**config.mk**
```make
export PLATFORM = sky130hd
export DESIGN_NAME = i2c_cmd_sequencer
export DESIGN_NICKNAME = d
export VERILOG_FILES = /design/src/rtl/i2c_seq_pkg.sv /design/src/rtl/i2c_seq_fifo.sv /design/src/rtl/i2c_cmd_sequencer.sv
export SDC_FILE = /design/constraint.sdc
export NUM_CORES = 1
export LEC_CHECK = 0
export CAP_MARGIN = 20
export CELL_PAD_IN_SITES_DETAIL_PLACEMENT = 0
export CELL_PAD_IN_SITES_GLOBAL_PLACEMENT = 2
export CORE_AREA = 2 2 100 102
export CTS_BUF_LIST = sky130_fd_sc_hd__clkbuf_16
export DETAILED_ROUTE_END_ITERATION = 10
export DIE_AREA = 0 0 102 104
export GPL_TIMING_DRIVEN = 0
export HOLD_SLACK_MARGIN = 0.15
export PLACE_DENSITY = 0.81
export SYNTH_ARGS = -nofsm -noshare
export SYNTH_HDL_FRONTEND = slang
export SYNTH_SLANG_ARGS = --single-unit
```
**constraint.sdc**
```tcl
create_clock -name clk -period 4.1 [get_ports clk]
set_input_delay 1.23 -clock clk [delete_from_list [all_inputs] [get_ports clk]]
set_output_delay 1.23 -clock clk [all_outputs]
set_load 0.005 [all_outputs]
```
**src/rtl/i2c_seq_pkg.sv**
```systemverilog
// i2c_seq_pkg: shared types and constants for the I2C command sequencer.
// Command word layout is {rw, data}; rw=0 write, rw=1 read.
package i2c_seq_pkg;

   typedef enum logic [1:0] {
      ST_IDLE  = 2'd0,
      ST_ISSUE = 2'd1,
      ST_WAIT  = 2'd2,
      ST_GAP   = 2'd3
   } seq_state_t;

   localparam int   CMD_W    = 9;
   localparam logic RW_WRITE = 1'b0;
   localparam logic RW_READ  = 1'b1;

endpackage

```
**src/rtl/i2c_seq_fifo.sv**
```systemverilog
// i2c_seq_fifo: synchronous FIFO with combinational head read.
// Pointers carry one extra MSB so full and empty are distinguishable.
// A push into a full FIFO is accepted when a pop happens on the same edge;
// a pop of an empty FIFO is ignored.
module i2c_seq_fifo #(
   parameter int WIDTH = 8,
   parameter int DEPTH = 4
) (
   input  logic             i_clk,
   input  logic             i_rst,
   input  logic             i_push,
   input  logic [WIDTH-1:0] i_wdata,
   input  logic             i_pop,
   output logic [WIDTH-1:0] o_rdata,
   output logic             o_full,
   output logic             o_empty
);

   localparam int AW = $clog2(DEPTH);

   logic [WIDTH-1:0] r_mem [DEPTH];
   logic [AW:0]      r_wr_ptr;
   logic [AW:0]      r_rd_ptr;
   logic             w_do_push;
   logic             w_do_pop;

   assign o_empty   = (r_wr_ptr == r_rd_ptr);
   assign o_full    = (r_wr_ptr[AW] != r_rd_ptr[AW]) &&
                      (r_wr_ptr[AW-1:0] == r_rd_ptr[AW-1:0]);
   assign w_do_pop  = i_pop & ~o_empty;
   assign w_do_push = i_push & (~o_full | w_do_pop);
   assign o_rdata   = r_mem[r_rd_ptr[AW-1:0]];

   // Pointer update; both ends wrap modulo depth via the low bits.
   always_ff @(posedge i_clk) begin
      if (i_rst) begin
         r_wr_ptr <= '0;
         r_rd_ptr <= '0;
      end else begin
         if (w_do_push) r_wr_ptr <= r_wr_ptr + 1'b1;
         if (w_do_pop)  r_rd_ptr <= r_rd_ptr + 1'b1;
      end
   end

   // Storage write; contents need no reset since the pointers gate visibility.
   always_ff @(posedge i_clk) begin
      if (w_do_push) r_mem[r_wr_ptr[AW-1:0]] <= i_wdata;
   end

endmodule

```
**src/rtl/i2c_cmd_sequencer.sv**
```systemverilog
// i2c_cmd_sequencer: queues host write/read commands and issues them one at
// a time to an i2c_master_rw (start pulse, rw, din), waits for done, pushes
// read bytes into a return FIFO and enforces an idle gap between transfers.
// Optional done watchdog: define I2C_SEQ_TIMEOUT_EN to enable it (adds the
// TIMEOUT_CYCLES parameter); without it WAIT waits for m_done indefinitely.
module i2c_cmd_sequencer
   import i2c_seq_pkg::*;
#(
   parameter int CMD_DEPTH  = 4,
   parameter int RD_DEPTH   = 4,
   parameter int GAP_CYCLES = 8
`ifdef I2C_SEQ_TIMEOUT_EN
   ,
   parameter int TIMEOUT_CYCLES = 4096
`endif
) (
   input  logic       clk,
   input  logic       rst,
   input  logic       cmd_valid,
   output logic       cmd_ready,
   input  logic       cmd_rw,
   input  logic [7:0] cmd_data,
   output logic       rd_valid,
   input  logic       rd_ready,
   output logic [7:0] rd_data,
   output logic       m_start,
   output logic       m_rw,
   output logic [7:0] m_din,
   input  logic       m_done,
   input  logic [7:0] m_rx_data,
   output logic       busy,
   output logic       timeout_err,
   input  logic       err_clr
);

   localparam int GAP_W = $clog2(GAP_CYCLES + 1);

   seq_state_t       r_state;
   seq_state_t       w_state_nxt;

   logic [CMD_W-1:0] w_cmd_wdata;
   logic [CMD_W-1:0] w_cmd_head;
   logic             w_cmd_push;
   logic             w_cmd_pop;
   logic             w_cmd_full;
   logic             w_cmd_empty;

   logic             w_rd_push;
   logic             w_rd_full;
   logic             w_rd_empty;

   logic             r_m_start;
   logic             r_m_rw;
   logic [7:0]       r_m_din;
   logic [GAP_W-1:0] r_gap_cnt;
   logic             w_gap_done;
   logic             w_to_hit;
   logic             r_timeout_err;

   assign w_cmd_wdata = {cmd_rw, cmd_data};
   assign w_cmd_push  = cmd_valid & ~w_cmd_full;

   i2c_seq_fifo #(.WIDTH(CMD_W), .DEPTH(CMD_DEPTH)) u_cmd_fifo (
      .i_clk   (clk),
      .i_rst   (rst),
      .i_push  (w_cmd_push),
      .i_wdata (w_cmd_wdata),
      .i_pop   (w_cmd_pop),
      .o_rdata (w_cmd_head),
      .o_full  (w_cmd_full),
      .o_empty (w_cmd_empty)
   );

   i2c_seq_fifo #(.WIDTH(8), .DEPTH(RD_DEPTH)) u_rd_fifo (
      .i_clk   (clk),
      .i_rst   (rst),
      .i_push  (w_rd_push),
      .i_wdata (m_rx_data),
      .i_pop   (rd_ready),
      .o_rdata (rd_data),
      .o_full  (w_rd_full),
      .o_empty (w_rd_empty)
   );

   assign cmd_ready   = ~w_cmd_full;
   assign rd_valid    = ~w_rd_empty;
   assign busy        = (r_state != ST_IDLE) | ~w_cmd_empty;
   assign m_start     = r_m_start;
   assign m_rw        = r_m_rw;
   assign m_din       = r_m_din;
   assign timeout_err = r_timeout_err;
   assign w_gap_done  = (r_gap_cnt == GAP_W'(GAP_CYCLES - 1));

   // State register.
   always_ff @(posedge clk) begin
      if (rst) r_state <= ST_IDLE;
      else     r_state <= w_state_nxt;
   end

   // Next state, command pop and read-data push.
   // A read is only issued while the read FIFO has a free slot; nothing is in
   // flight in IDLE, so "not full" is the whole backpressure condition.
   always_comb begin
      w_state_nxt = r_state;
      w_cmd_pop   = 1'b0;
      w_rd_push   = 1'b0;
      case (r_state)
         ST_IDLE: begin
            if (!w_cmd_empty && !m_done &&
                (w_cmd_head[8] == RW_WRITE || !w_rd_full))
               w_state_nxt = ST_ISSUE;
         end
         ST_ISSUE: begin
            w_cmd_pop   = 1'b1;
            w_state_nxt = ST_WAIT;
         end
         ST_WAIT: begin
            if (m_done) begin
               w_rd_push   = (r_m_rw == RW_READ);
               w_state_nxt = ST_GAP;
            end else if (w_to_hit) begin
               w_state_nxt = ST_GAP;
            end
         end
         ST_GAP: begin
            if (w_gap_done && !m_done) w_state_nxt = ST_IDLE;
         end
         default: w_state_nxt = ST_IDLE;
      endcase
   end

   // Master-facing registers: start pulse during the ISSUE->WAIT edge, rw/din
   // latched with it and held until the next issue. Gap counter runs in GAP.
   always_ff @(posedge clk) begin
      if (rst) begin
         r_m_start <= 1'b0;
         r_m_rw    <= 1'b0;
         r_m_din   <= 8'h00;
         r_gap_cnt <= '0;
      end else begin
         r_m_start <= (r_state == ST_ISSUE);
         if (r_state == ST_ISSUE) begin
            r_m_rw  <= w_cmd_head[8];
            r_m_din <= w_cmd_head[7:0];
         end
         if (r_state == ST_GAP) begin
            if (!w_gap_done) r_gap_cnt <= r_gap_cnt + 1'b1;
         end else begin
            r_gap_cnt <= '0;
         end
      end
   end

`ifdef I2C_SEQ_TIMEOUT_EN
   localparam int TO_W = $clog2(TIMEOUT_CYCLES + 1);

   logic [TO_W-1:0] r_to_cnt;

   assign w_to_hit = (r_state == ST_WAIT) && !m_done &&
                     (r_to_cnt == TO_W'(TIMEOUT_CYCLES - 1));

   // Watchdog: counts cycles spent in WAIT, cleared everywhere else.
   always_ff @(posedge clk) begin
      if (rst)                    r_to_cnt <= '0;
      else if (r_state == ST_WAIT) r_to_cnt <= r_to_cnt + 1'b1;
      else                        r_to_cnt <= '0;
   end
`else
   assign w_to_hit = 1'b0;
`endif

   // Sticky error flag; a timeout on the same cycle as err_clr wins.
   // Without the watchdog w_to_hit is constant 0 and this stays 0.
   always_ff @(posedge clk) begin
      if (rst)           r_timeout_err <= 1'b0;
      else if (w_to_hit) r_timeout_err <= 1'b1;
      else if (err_clr)  r_timeout_err <= 1'b0;
   end

endmodule
```
==> results of run 1 <==
==> critical path, cell delays in order (launching register included) <==
cell and delay [ns]:
dfxtp_1 0.30, buf_2 0.28, mux4_2 0.56, clkdlybuf4s50_1 0.46
==> area by class of cell <==
| cell class | instances | area (µm²) |
|---|---|---|
| timing repair buffer | 41 | 410.4 |
| fill | 856 | 4686 |
| clock inverter | 7 | 75.07 |
| inverter | 10 | 37.54 |
| buffer | 9 | 56.30 |
| tap | 133 | 166.4 |
| sequential | 100 | 2683 |
| clock buffer | 9 | 225.2 |
| multi-input combinational | 130 | 1210 |
==> cell families (layout without fill, tap and decap cells) <==
logic type | Yosys count | in the layout | synth area share, %
buffers and inverters | 19 | 76 | 2.354
AO/OA/AOI/OAI | 14 | 14 | 2.323
XOR/XNOR | 15 | 15 | 3.296
AND/OR/NAND/NOR | 57 | 57 | 6.811
other | 1 | 1 | 0.09407
flip-flops | 100 | 100 | 67.29
adder cells (fa/ha/maj) | 15 | 15 | 4.708
multiplexers | 28 | 28 | 13.12
==> power breakdown <==
group | switching (µW) | total, µW | internal (µW)
combinational | 168 | 362 | 194
sequential | 34.7 | 1170 | 1140
clock | 393 | 825 | 433
==> cell usage in the layout (no fill, tap or decap), drive strengths merged, types with 2 or more instances in the layout <==
master         Yosys  routed
a21oi              7       7
a31oi              2       2
and2               8       8
buf                5       5
clkbuf             4      13
clkdlybuf4s50      0      41
clkinv             0       2
dfxtp             32      32
edfxtp            68      68
ha                15      15
inv               10      14
mux2i             11      11
mux4              17      17
nand2              5       5
nand2b             3       3
nand3              7       7
nand3b             4       4
nor2              27      27
o21ai              2       2
xnor2              9       9
xor2               6       6
==> through the flow <==
step	hold slack (ns)	area [µm²]	total power (µW)	cells	setup WS, ns
6_report	0.4866	4863	2358	439	0.9283
5_1_grt	0.5172	4863	2468	439	0.7889
2_1_floorplan	0.4479	3986	1413	249	1.789
3_5_place_dp	0.4820	4563	1563	423	0.9935
4_1_cts	0.4864	4863	2394	439	0.8934
3_3_place_gp	0.4628	4563	1558	423	0.9801
==> per-layer routing <==
metal  GRT usage, %  vias up
met1          15.66      981
met4          6.286        0
met3          2.957        8
li1               -     1024
met2          22.18       39
met5              0        -
==> sequential cells by signal, summed over array words and instances (netlist names), named ones only <==
register             count
r_state                  2
u_rd_fifo.r_rd_ptr       3
r_gap_cnt                4
m_start                  1
m_din                    8
u_rd_fifo.r_mem         32
u_cmd_fifo.r_mem        36
m_rw                     1
u_rd_fifo.r_wr_ptr       3
u_cmd_fifo.r_wr_ptr      3
u_cmd_fifo.r_rd_ptr      3
==> final timing paths <==
path                                             start                     end  slack [ns]  cells past startpoint
worst min-delay path                      r_gap_cnt[3]            r_gap_cnt[2]        0.49                      1
worst max register to register  u_cmd_fifo.r_wr_ptr[0]  u_cmd_fifo.r_mem[3][4]        2.11                      3
worst max-delay path                              flop              rd_data[6]        0.93                      3
worst min register to register            r_gap_cnt[3]            r_gap_cnt[2]        0.49                      1
==> impl_metrics.json, run 1 <==
{
  "grt_overflow_total": 0,
  "drive_gt1_share_pct": 10.13,
  "cp-start-kind": "flop",
  "arrival_ns": 1.94,
  "io_pins": 45,
  "cts-root-buf": "clkbuf_16",
  "grt_max_degree": 21,
  "max_slew_margin_pct": 50.58,
  "ys_warn_count": 0,
  "drc_errors": 0,
  "synth_edf_count": 68,
  "vias": 2052,
  "synth_common_cells": "edfxtp_1 (68), dfxtp_1 (32), nor2_1 (27)",
  "ctsHoldBuffers": 0,
  "portBuffers": 41,
  "maxCapViolations": 0,
  "highest_layer": "met4",
  "ant_nets": 0,
  "fin_crit_ns": 3.172,
  "clock_sinks": 100,
  "die_area_um2": 10610,
  "n_antenna_cell": 0,
  "ir_drop_v": 0.0002152,
  "clock_skew_ns": 0.008103,
  "critPathMaxFanout": 8,
  "num_rows": 36,
  "max_slew.worst_pin.slew_ns": 0.7413,
  "grt_antenna_before_repair": 0,
  "finalWirelength_mm": 6.413,
  "area.growth.synth_to_final_pct": 22.00,
  "max_freq_mhz": 315.3,
  "seq_area_frac_synth_pct": 67.29,
  "finish.net_count": 339,
  "required_ns": 2.87,
  "grt_usage_pct": 13.13,
  "drt_pre_antenna_iters": 4,
  "syn-instance-count": 249,
  "syn-num-nets": 287,
  "ys_types": 32,
  "finish.utilization_pct": 50.93,
  "numCtsBuffers": 9,
  "synth_most_common_cell": "edfxtp_1",
  "fp.coreArea_um2": 9549,
  "htreeDepth": 3,
  "grt_pass1_vias": 2082,
  "drtIter0Drc": 62,
  "status": "completed",
  "cts_max_path_buffers": 2,
  "synth_top_area_cell": "edfxtp_1",
  "p_per_area_nw_per_um2": 484.9,
  "cts-resized-gates": 0,
  "chipWidth_um": 102,
  "clk_pin_slew_worst_paths_ns": 0.07,
  "synth-async-reset-ratio_pct": 0,
  "critical_path_class": "flop to output port",
  "leakage_uw": 0.001689,
  "wl_per_cell_um": 14.61,
  "end_kind": "output port",
  "met1_length_mm": 2.753,
  "slew_viol_final": 0,
  "ys.flop_type": "edfxtp_1",
  "tns_ns": 0,
  "initial_core_util_pct": 41.75,
  "gp_congestion": 0.7521,
  "die_h_um": 104,
  "ys_seq_elements": 100,
  "tritoncts": "yes",
  "netlist_area_um2": 3986,
  "grt_pass1_wl_mm": 10.27,
  "clk_latency_ns": 0.34,
  "dpl.hpwl_mm": 4.384,
  "fin_crit_sh_pct": 77.36,
  "route.met3.wl_um": 226,
  "syn_area_per_cell_um2": 16.01,
  "route.met2.wl_mm": 3.353,
  "hp-class": "flop to flop",
  "synth_top_area_share_pct": 51.22,
  "rsz0062_at_grt": "no",
  "hold_viol": 0,
  "post_cts_buffers": 0,
  "via_per_inst": 4.674,
  "netlist_top_cells_area": "edfxtp_1 (51%), dfxtp_1 (16%), mux4_1 (5.3%)",
  "finalSetupViolCount": 0
}
No activity file was read; power rests on OpenSTA's default activity.
==> run 2: changes to the inputs <==
--- a/config.mk
+++ b/config.mk
@@ -8,13 +8,13 @@
 export CAP_MARGIN = 20
 export CELL_PAD_IN_SITES_DETAIL_PLACEMENT = 0
 export CELL_PAD_IN_SITES_GLOBAL_PLACEMENT = 2
-export CORE_AREA = 2 2 100 102
+export CORE_AREA = 2 2 103 105
 export CTS_BUF_LIST = sky130_fd_sc_hd__clkbuf_16
 export DETAILED_ROUTE_END_ITERATION = 10
-export DIE_AREA = 0 0 102 104
+export DIE_AREA = 0 0 105 107
 export GPL_TIMING_DRIVEN = 0
 export HOLD_SLACK_MARGIN = 0.15
-export PLACE_DENSITY = 0.81
+export PLACE_DENSITY = 0.77
 export SYNTH_ARGS = -nofsm -noshare
 export SYNTH_HDL_FRONTEND = slang
 export SYNTH_SLANG_ARGS = --single-unit
==> constraint.sdc (replaced) <==
create_clock -name clk -period 3 [get_ports clk]
set_input_delay 0.9 -clock clk [delete_from_list [all_inputs] [get_ports clk]]
set_output_delay 0.9 -clock clk [all_outputs]
set_load 0.005 [all_outputs]
==> impl_metrics.json, run 2 (same netlist as run 1, synthesis figures left out) <==
{
  "status": "completed",
  "hold_path_end": "r_gap_cnt[2]",
  "grt_overflow_total": 0,
  "met1_length_mm": 2.949,
  "via_per_inst": 4.670,
  "end_kind": "output port",
  "route.met2.wl_mm": 3.280,
  "fin_crit_sh_pct": 94.21,
  "grt_antenna_before_repair": 0,
  "critPathMaxFanout": 8,
  "grt_usage_pct": 12.48,
  "cts-resized-gates": 0,
  "drtIter0Drc": 61,
  "tritoncts": "yes",
  "layout_common_cells": "edfxtp_1 (68), clkdlybuf4s50_1 (41), dfxtp_1 (32)",
  "drc_errors": 0,
  "portBuffers": 41,
  "final_common_cell": "edfxtp_1",
  "fp.coreArea_um2": 10090,
  "finalWirelength_mm": 6.538,
  "grt_pass1_wl_mm": 10.65,
  "ir_drop_v": 0.0003440,
  "drt_pre_antenna_iters": 4,
  "clk_latency_ns": 0.34,
  "min_from": "r_gap_cnt[3]",
  "wl_per_cell_um": 14.79,
  "htreeDepth": 3,
  "crit_slowest_cell": "mux4_2",
  "n_antenna_cell": 0,
  "reg2reg_to": "u_cmd_fifo.r_mem[3][3]",
  "post_cts_buffers": 0,
  "cp-start-kind": "flop",
  "final_cells": 442,
  "hold_viol": 0,
  "finish.utilization_pct": 48.21,
  "max_slew.worst_pin.slew_ns": 0.7355,
  "largest_reg_flops": 36,
  "fin_crit_ns": 2.826,
  "finalSetupViolCount": 0,
  "dpl.hpwl_mm": 4.406,
  "tns_ns": 0,
  "clk_pin_slew_worst_paths_ns": 0.07,
  "fin_hold_ws_ns": 0.4869,
  "p_per_area_nw_per_um2": 666.6,
  "rrSetupSlack_ns": 1.04,
  "gp_congestion": 0.7264,
  "place_inst": 426,
  "grt_max_degree": 18,
  "crit_path_max_incr_delay_ns": 0.55,
  "clock_skew_ns": 0.009568,
  "rsz0062_at_grt": "no",
  "cts_max_path_buffers": 2,
  "path_buf_inv": 2,
  "rr_startpoint": "u_cmd_fifo.r_wr_ptr[0]",
  "io_pins": 45,
  "arrival_ns": 1.93,
  "leakage_uw": 0.001680,
  "num_rows": 37,
  "required_ns": 2.10,
  "highest_layer": "met4",
  "hp-class": "flop to flop",
  "numCtsBuffers": 9,
  "die_h_um": 107,
  "grt_pass1_vias": 2167,
  "maxCapViolations": 0,
  "die_area_um2": 11240,
  "totalPowerFinal_uw": 3244,
  "max_freq_mhz": 353.8,
  "max_slew_margin_pct": 50.97,
  "finish.net_count": 339,
  "area.growth.synth_to_final_pct": 22.07,
  "initial_core_util_pct": 39.50,
  "ctsHoldBuffers": 0,
  "clock_sinks": 100,
  "ant_nets": 0,
  "drive_gt1_share_pct": 9.804,
  "crit_chain": "buf_2 -> mux4_2 -> clkdlybuf4s50_1",
  "route.met3.wl_um": 252,
  "chipWidth_um": 105,
  "slew_viol_final": 0,
  "cts-root-buf": "clkbuf_16",
  "critical_path_class": "flop to output port",
  "min_delay_path_depth": 1,
  "nFillCells": 914,
  "vias": 2064,
  "path_delay_family": "buffers and inverters",
  "r2r_cells": 3
}
-- run 2: changes by cell type in the layout (fill, tap and decap cells not counted), sizes merged --
cell | previous run | this run
clkinvlp | 1 | 3
inv | 14 | 12
bufinv | 0 | 1
clkinv | 2 | 1
-- run 2: worst max-delay path by stage --
stage / start / endpoint / slack (ns) / depth (start not counted)
after floorplan: cmd_valid / u_cmd_fifo.r_mem[3][0] / 1.02 / 3
after global placement: m_done / u_rd_fifo.r_mem[3][5] / 0.20 / 4
after detailed placement: cmd_valid / u_cmd_fifo.r_wr_ptr[2] / 0.21 / 6
after CTS: flop / rd_data[3] / 0.13 / 3
after global routing: flop / rd_data[3] / 0.07 / 3
final: flop / rd_data[3] / 0.17 / 3
-- run 2: layout make-up --
class / count / area (µm²) / share of cell area (%)
Clock buffer: 9 / 225.2 / 4.628
Inverter: 10 / 37.54 / 0.7714
Sequential cell: 100 / 2683 / 55.13
Tap cell: 136 / 170.2 / 3.497
Timing Repair Buffer: 41 / 410.4 / 8.434
Multi-Input combinational cell: 130 / 1210 / 24.86
Clock inverter: 7 / 73.82 / 1.517
Buffer: 9 / 56.30 / 1.157
-- run 2: through the flow --
step / worst slack [ns] / area (µm²)
finish: 0.1737 / 4866
global route: 0.06679 / 4866
CTS: 0.1315 / 4866
detailed placement: 0.2110 / 4567
global placement: 0.2004 / 4567
floorplan: 1.019 / 3986
-- run 2: metal layers --
metal | global-route usage [%] | vias up
met5 | 0 | -
met4 | 5.143 | 0
met3 | 2.796 | 6
met2 | 21.89 | 37
met1 | 14.86 | 998
li1 | - | 1023
-- run 2: where the power goes --
part,internal (µW),switching (µW),total (µW)
Sequential,1550,50.0,1600
Combinational,266,229,494
Clock,649,496,1150
Total,2470,775,3240
